**src/rtl/calc_param.sv**
```systemverilog
// calc_param: keypad calculator with configurable display width.
// Builds two decimal operands from 4-bit keypad commands (valid/ready
// handshake via status), computes add/sub/mul/div (mul and div are
// iterative over WIDTH cycles), then sweeps the result digit by digit
// onto the display bus.
//
// Ports:
//   clock       rising-edge clock
//   reset       synchronous, active-low reset
//   cmd         0-9 digit, 1010 add, 1011 sub, 1100 mul, 1101 div,
//               1110 equals, 1111 backspace
//   cmd_valid   cmd presented this cycle (taken only when status==10)
//   status      00 error, 01 busy, 10 ready
//   data        BCD digit being displayed
//   pos         display position of data (0 = least significant)
//   data_valid  data/pos valid this cycle
//   neg         displayed value is negative
module calc_param #(
  parameter int NUM_DIGITS = 8,
  parameter int WIDTH      = 27,
  parameter int POS_W      = 4
) (
  input  logic             clock,
  input  logic             reset,
  input  logic [3:0]       cmd,
  input  logic             cmd_valid,
  output logic [1:0]       status,
  output logic [3:0]       data,
  output logic [POS_W-1:0] pos,
  output logic             data_valid,
  output logic             neg
);

  function automatic longint unsigned pow10(input int n);
    longint unsigned r;
    r = 1;
    for (int i = 0; i < n; i++) r = r * 10;
    return r;
  endfunction

  localparam logic [WIDTH-1:0] MAX = WIDTH'(pow10(NUM_DIGITS) - 1);
  localparam int CNT_W = ($clog2(WIDTH) > POS_W) ? $clog2(WIDTH) : POS_W;

  localparam logic [3:0] OP_ADD = 4'b1010;
  localparam logic [3:0] OP_SUB = 4'b1011;
  localparam logic [3:0] OP_MUL = 4'b1100;
  localparam logic [3:0] OP_DIV = 4'b1101;
  localparam logic [3:0] C_EQ   = 4'b1110;
  localparam logic [3:0] C_BS   = 4'b1111;

  typedef enum logic [2:0] {ENTRY_A, ENTRY_B, CALC, PRINT, ERROR} state_e;

  state_e               state_q, state_d, ret_q, ret_d;
  logic [WIDTH-1:0]     acc_q, acc_d, rega_q, rega_d, regb_q, regb_d;
  logic [WIDTH-1:0]     pr_q, pr_d, sh_q, sh_d;
  logic [2*WIDTH-1:0]   wr_q, wr_d;
  logic [3:0]           op_q, op_d;
  logic [CNT_W-1:0]     cnt_q, cnt_d;
  logic                 fresh_q, fresh_d, neg_q, neg_d, bent_q, bent_d;

  // Datapath helpers
  logic [WIDTH+3:0]     acc_x10;
  logic [WIDTH-1:0]     digit_acc;
  logic [WIDTH:0]       sum;
  logic [2*WIDTH-1:0]   mul_next;
  logic [WIDTH:0]       div_shift, div_rem;
  logic                 div_ge, last, done;
  logic [WIDTH-1:0]     res, q_next;

  assign acc_x10 = ({4'b0, acc_q} << 3) + ({4'b0, acc_q} << 1) + {{WIDTH{1'b0}}, cmd};
  // A digit that would push the operand past MAX is dropped silently.
  assign digit_acc = fresh_q ? {{(WIDTH-4){1'b0}}, cmd}
                   : (acc_x10 <= {4'b0, MAX}) ? acc_x10[WIDTH-1:0] : acc_q;

  assign sum = {1'b0, rega_q} + {1'b0, regb_q};

  // Shift-add multiply: multiplier (sh_q) consumed MSB first.
  assign mul_next = {wr_q[2*WIDTH-2:0], 1'b0}
                  + (sh_q[WIDTH-1] ? {{WIDTH{1'b0}}, rega_q} : {(2*WIDTH){1'b0}});

  // Restoring divide: dividend bits shift out of sh_q, quotient bits in.
  assign div_shift = {wr_q[WIDTH-1:0], sh_q[WIDTH-1]};
  assign div_ge    = div_shift >= {1'b0, regb_q};
  assign div_rem   = div_ge ? div_shift - {1'b0, regb_q} : div_shift;
  assign q_next    = {sh_q[WIDTH-2:0], div_ge};

  assign last = (cnt_q == CNT_W'(WIDTH - 1));

  always_comb begin
    state_d = state_q;
    ret_d   = ret_q;
    acc_d   = acc_q;
    rega_d  = rega_q;
    regb_d  = regb_q;
    op_d    = op_q;
    fresh_d = fresh_q;
    neg_d   = neg_q;
    bent_d  = bent_q;
    cnt_d   = cnt_q;
    pr_d    = pr_q;
    sh_d    = sh_q;
    wr_d    = wr_q;
    done    = 1'b0;
    res     = '0;
    unique case (state_q)
      ENTRY_A, ENTRY_B: begin
        if (cmd_valid) begin
          state_d = PRINT;
          ret_d   = state_q;
          cnt_d   = '0;
          if (cmd < 4'd10) begin
            acc_d   = digit_acc;
            if (fresh_q) neg_d = 1'b0;
            fresh_d = 1'b0;
            if (state_q == ENTRY_B) bent_d = 1'b1;
          end else if (cmd == C_BS) begin
            acc_d   = acc_q / WIDTH'(10);
            fresh_d = 1'b0;
          end else if (cmd == C_EQ) begin
            if (state_q == ENTRY_B) begin
              regb_d  = acc_q;
              state_d = CALC;
              sh_d    = (op_q == OP_DIV) ? rega_q : acc_q;
              wr_d    = '0;
            end
          end else if (state_q == ENTRY_A) begin
            if (neg_q) begin
              state_d = ERROR;
            end else begin
              rega_d = acc_q;
              op_d   = cmd;
              acc_d  = '0;
              bent_d = 1'b0;
              ret_d  = ENTRY_B;
            end
          end else begin
            // Operator in ENTRY_B: retype the operator until B has digits.
            if (bent_q) state_d = ERROR;
            else        op_d    = cmd;
          end
          pr_d = acc_d;
        end
      end
      CALC: begin
        if (op_q == OP_ADD) begin
          if (sum > {1'b0, MAX}) state_d = ERROR;
          else begin done = 1'b1; res = sum[WIDTH-1:0]; neg_d = 1'b0; end
        end else if (op_q == OP_SUB) begin
          done = 1'b1;
          if (rega_q >= regb_q) begin res = rega_q - regb_q; neg_d = 1'b0; end
          else                  begin res = regb_q - rega_q; neg_d = 1'b1; end
        end else if (op_q == OP_MUL) begin
          wr_d  = mul_next;
          sh_d  = {sh_q[WIDTH-2:0], 1'b0};
          cnt_d = cnt_q + 1'b1;
          if (last) begin
            if (mul_next > {{WIDTH{1'b0}}, MAX}) state_d = ERROR;
            else begin done = 1'b1; res = mul_next[WIDTH-1:0]; neg_d = 1'b0; end
          end
        end else begin
          if (regb_q == '0) begin
            state_d = ERROR;
          end else begin
            wr_d  = {{(WIDTH-1){1'b0}}, div_rem};
            sh_d  = q_next;
            cnt_d = cnt_q + 1'b1;
            if (last) begin done = 1'b1; res = q_next; neg_d = 1'b0; end
          end
        end
        if (done) begin
          acc_d   = res;
          pr_d    = res;
          fresh_d = 1'b1;
          state_d = PRINT;
          ret_d   = ENTRY_A;
          cnt_d   = '0;
        end
      end
      PRINT: begin
        // pr_q is divided by ten each cycle so its low digit is always current.
        pr_d = pr_q / WIDTH'(10);
        if (cnt_q == CNT_W'(NUM_DIGITS - 1)) begin
          cnt_d   = '0;
          state_d = ret_q;
        end else begin
          cnt_d = cnt_q + 1'b1;
        end
      end
      default: ;
    endcase
  end

  always_ff @(posedge clock) begin
    if (!reset) begin
      state_q <= ENTRY_A;
      ret_q   <= ENTRY_A;
      acc_q   <= '0;
      rega_q  <= '0;
      regb_q  <= '0;
      op_q    <= '0;
      fresh_q <= 1'b0;
      neg_q   <= 1'b0;
      bent_q  <= 1'b0;
      cnt_q   <= '0;
      pr_q    <= '0;
      sh_q    <= '0;
      wr_q    <= '0;
    end else begin
      state_q <= state_d;
      ret_q   <= ret_d;
      acc_q   <= acc_d;
      rega_q  <= rega_d;
      regb_q  <= regb_d;
      op_q    <= op_d;
      fresh_q <= fresh_d;
      neg_q   <= neg_d;
      bent_q  <= bent_d;
      cnt_q   <= cnt_d;
      pr_q    <= pr_d;
      sh_q    <= sh_d;
      wr_q    <= wr_d;
    end
  end

  always_comb begin
    status     = 2'b10;
    data       = 4'd0;
    pos        = '0;
    data_valid = 1'b0;
    unique case (state_q)
      ERROR: status = 2'b00;
      CALC:  status = 2'b01;
      PRINT: begin
        status     = 2'b01;
        data_valid = 1'b1;
        data       = 4'(pr_q % WIDTH'(10));
        pos        = POS_W'(cnt_q);
      end
      default: status = 2'b10;
    endcase
  end

  assign neg = neg_q;

endmodule

```
**config.mk**
```make
export PLATFORM = sky130hd
export DESIGN_NAME = calc_param
export DESIGN_NICKNAME = d
export VERILOG_FILES = /design/src/rtl/calc_param.sv
export SDC_FILE = /design/constraint.sdc
export NUM_CORES = 1
export LEC_CHECK = 0
export ABC_AREA = 1
export BUFFER_PORTS_ARGS = -buffer_cell sky130_fd_sc_hd__buf_4
export CAP_MARGIN = 20
export CORE_MARGIN = 1.5
export CORE_UTILIZATION = 50
export DETAILED_ROUTE_END_ITERATION = 6
export PLACE_DENSITY = 0.65
export SYNTH_ARGS = -nofsm -noshare
export SYNTH_HDL_FRONTEND = slang
export SYNTH_SLANG_ARGS = --single-unit
```
**constraint.sdc**
```tcl
create_clock -name clock -period 13.13 [get_ports clock]
set_input_delay 2.626 -clock clock [delete_from_list [all_inputs] [get_ports clock]]
set_output_delay 2.626 -clock clock [all_outputs]
set_load 0.01 [all_outputs]
```
Word-level counts from Yosys, hierarchy flattened. Index checks and enable logic that the tools add are counted.

Divide/modulo/power cells: 3. Order comparisons: 6. Reduce and logical (&&, ||, !) cells: 18. $mul: 0. Shift operators: 0. $add $sub $neg: 8. Bitwise gates (word level): 4. Eq/ne operators: 44. Mux-type cells: 117.

Operators by type and width (number): $mux W27 (29); $mux W53 (9); $pmux W27 S2 (2); $pmux W53 S2 (1); $pmux W27 S3 (1); $mux W3 (23); $add A54 B27 Y54 (1); $div A27 B4 Y27 const B (2); $gt A54 B27 Y1 const B (1); $sub A27 B27 Y27 (2); $mux W5 (7); $ne A5 B5 Y1 const B (7); $mux W1 (33); $add A30 B28 Y31 (1); $add A31 B4 Y31 (1); $le A31 B27 Y1 const B (1); $add A27 B27 Y28 (1); $ge A28 B27 Y1 (1); $gt A28 B27 Y1 const B (1); $mux W28 (1); $ne A2 B2 Y1 const B (14); $sub A28 B27 Y28 (1); $ge A27 B27 Y1 (1); $logic_not A27 Y1 (1); 30 further kinds (58).

Flip-flop bits (word level): 206. Latch bits: 0. RAM bits: 0. Word-level logic and storage cells: 213. Memories kept: 0. Output and inout bits: 12. ROM bits: 0. Input port bits: 7.

Depth between registers and ports, before layout.
Depth after elaboration: 11. Depth in mapped cells: 118.

Least setup slack after synthesis. No wires, ideal clock.

Path kind: reg2out. Start: reg pr_q[26]. End: out data[1]. Cell stages (with the launch flop): 109. Arrival: 8.031 ns. Data required time: 10.504 ns. Buffers on the path: 0. Path slack: 2.473 ns. Cells stage by stage: dfxtp_1 > inv_1 > nand2_1 > nand2_2 > o21ai_4 > nand2_2 > nand2_1 > nand3_2 > nand2_2 > nand2_2 > nand2_1 > nand3_1 > nand2_2 > nand2_2 > nand2_1 > nand2_2 > inv_2 > nand2_2 > (+73 left out) > nand2_2 > nand2_1 > nand2_1 > inv_2 > nand2_4 > nand2_2 > nand2_1 > nand2_2 > nor2_1 > o21ai_1 > nand2_1 > inv_1 > ha_1 > inv_1 > nand3_2 > nand3_2 > xor2_1 > nor2_1.

Longest elaborated chain between the ends: 2.

Ends and longest elaborated chain: start, declared (RTL line 55) `logic [WIDTH-1:0] pr_q, pr_d, sh_q, sh_d;`; start signal, assigned (RTL line 219) `pr_q <= pr_d;`; $mod A27 B4 Y27 (RTL line 236) `data = 4'(pr_q % WIDTH'(10));`; $mux W4 (RTL line 230) `unique case (state_q)`; end, declared (RTL line 28) `output logic [3:0] data,`.

Every way passes these cells.

Final worst setup path.
Start: reg pr_q[26]. End: out data[3].

The elaborated chain is that of the path after synthesis.

==> key figures <==
Synthesis
  • Most common flop cell mapped by yosys: dfxtp_1
  • Mapped Area: roughly 24000 sq um
  • Ys async rst share: 0
  • Post-Synthesis Cells: 3895
  • Flip-flop and latch count after synthesis: 206
  • Yosys warnings: 0
  • Total nets after synthesis: 4098
  • EDFF count, synth: 0
  • Sequential area share after synthesis: 0.171
  • Synthesized area per cell: slightly above 6 sq um
  • Synth cell types: 71

Clocking
  • CTS root buf: clkbuf_16
  • CTS clk-pin slew, worst paths: roughly 0.06 ns
  • H-tree levels: 1
  • Worst-Skew Late Latency: between 0.5 and 0.6 ns
  • Total clock sinks: between 200 and 250
  • TritonCTS clock tree: built
  • Max clock buf depth: 3
  • Total CTS buffers: 26

Worst setup path
  • FF-to-FF End: pr_q[0]$_SDFFE_PN0P_
  • CP Launch Type: flop
  • Slowest cell delay on critical path: between 0.3 and 0.4 ns
  • CP max-delay cell: dfxtp_4
  • Worst Setup End Kind: output pin
  • CP top delay family: simple AND/OR/NAND/NOR gates
  • Most numerous cell on the critical path: nand2_4
  • Setup crit start: pr_q[26]$_SDFFE_PN0P_
  • Critical path arrival: 9.80 ns
  • Crit path depth: roughly 110
  • Crit Path Category: flop to output pin
  • Reg2reg start: acc_q[26]$_SDFFE_PN0P_
  • WP data required: 10.50 ns
  • CP max FO: 6
  • WP buf/inv: 13
  • R2R setup slack: between 3 and 4 ns
  • Worst R2R Path Depth: 103

Routing
  • DR vias/cell: about 5.8
  • DRT antenna net count: 0
  • Detailed-route wire length: ~83000 um
  • Wire length per cell: around 18 um
  • Drt pass-1 iters: 6
  • Starting DRT DRC Count: between 2000 and 2500
  • DRC Markers: 0
  • Vias: between 20000 and 30000

Place
  • Gpl congestion: just over 1
  • Post-detail-place hpwl: approximately 64000 um
  • Port Buffers: 18

Finish
  • Ratio of cells with drive above 1 in the final layout: 0.134
  • Layout Nets: 4043
  • Commonest cells after routing, fill and taps aside: 748 x nand2_1, 498 x inv_1, 410 x a21oi_1, 347 x o21ai_0, 216 x nand3_1
  • Most common cell after layout, fill and taps aside: nand2_1
  • Ant. Diodes: 0
  • Area grow syn2layout: 8.07%

Die
  • DIE AREA: 49600 sq um
  • Row Count: 80
  • Initial core utilization: 0.507
  • # IOs: 19
  • Die Wd: between 200 and 250 um
  • Die Y: 223 um
  • CORE AREA: ~48000 sq um

Timing
  • Tightest Pin Transition: approximately 1.1 ns
  • Worst Skew: 0.0159 ns
  • # setup viols final: 0
  • Final hold viol count: 0
  • Part of the cycle the worst path needs: 0.946
  • Peak Freq: around 0.08 GHz
  • Slew margin rel.: 0.277
  • Worst hold margin: 0.453 ns
  • Fin crit period: roughly 12 ns
  • Max Slew Vio Count: 0

Worst hold path
  • Hold Path Class: flop to flop
  • Min-Delay Endpoint: ret_q[2]$_SDFFE_PN0P_
  • Hold path depth: 2
  • HP Start: ret_q[2]$_SDFFE_PN0P_

Global route
  • Initial antenna violation count: 1
  • Vias in the first global route: about 23000
  • Largest net degree at the start of global routing: 86
  • Total GRT Usage: 0.321
  • Congestion Overflow GR: 0
  • First-pass GRT wire length: ~130000 um

Outcome
  • Outcome: complete, no violations

Flow run
  • Max-cap check violation count: 0
==> per-stage QoR <==
step                      utilization  instance area (sq um)  setup WS, ns  setup TNS [ns]  cells
after floorplan                     -                  24100          2.47               0   3895
after global placement          0.517                  24600          1.49               0   4409
after detailed placement        0.517                  24600          1.18               0   4410
after CTS                       0.537                  25600         0.547               0   4458
after global routing            0.547                  26100        -0.218          -0.381   4475
final                           0.547                  26100         0.708               0   4475
==> cells by family (layout without fill, tap and decap cells) <==
logic type | after synthesis | count (layout) | share of synthesized area
fa+ha+maj | 196 | 196 | 0.104
mux | 8 | 8 | 0.00358
xor+xnor | 128 | 128 | 0.0465
simple gates | 1584 | 1584 | 0.311
flops | 206 | 206 | 0.171
buf+inv | 727 | 692 | 0.119
compound gates | 1046 | 1046 | 0.246
==> synth_stat cells, types with 59 or more instances <==
master / instances / area [sq um]
nand2_2: 167 / 1040
nand3_1: 229 / 1150
inv_2: 62 / 233
ha_1: 189 / 2360
nor2_1: 185 / 694
a21oi_1: 410 / 2050
nand4_1: 59 / 369
o211ai_1: 82 / 616
dfxtp_1: 206 / 4120
nand2_1: 773 / 2900
inv_1: 508 / 1910
clkbuf_1: 118 / 443
o21ai_0: 348 / 1740
xor2_1: 97 / 850
==> how the worst max path moves through the flow <==
stage                   end  slack, ns
floorplan           data[1]       2.47
global placement    data[3]       1.49
detailed placement  data[3]       1.18
CTS                 data[3]       0.55
global route        data[3]      -0.22
finish              data[3]       0.71
==> worst min-delay path: cells and delay by family (launching register included) <==
family | cells | cell delay [ns]
DFF | 1 | 0.30
buffers and inverters | 1 | 0.06
and+or+nand+nor | 1 | 0.05
==> layout make-up <==
cell class              count  area (sq um)
repair buffers             64           510
flip-flops and latches    206          4130
fillers                  4857         21600
inverters                 580          2200
clock buffers              35           754
multi-input cells        2962         17500
well taps                 615           769
clock inverters            13           191
==> metal layers <==
layer	share of wire	GRT usage	up-vias
li1	-	-	12955
met3	0.073	0.0380	158
met4	0.036	0.111	0
met2	0.44	0.513	970
met1	0.45	0.445	12047
met5	0	0	-
==> what timing repair did <==
| action | CTS | global route |
|---|---|---|
| endpoints found under the setup margin | 0 | 3 |
| buffers inserted | 0 | 15 |
| gates resized for setup | 0 | 95 |
| hold buffers | 0 | 0 |
==> sequential cells by signal, summed over array words and instances, names as in the netlist, 3 cells and up <==
signal and cells:
acc_q 27, cnt_q 5, op_q 4, pr_q 27
rega_q 27, regb_q 27, ret_q 3, sh_q 27
state_q 3, wr_q 53
Power is not shown: default switching activity piles up to over one toggle a cycle in this logic, so the estimate is an artifact.
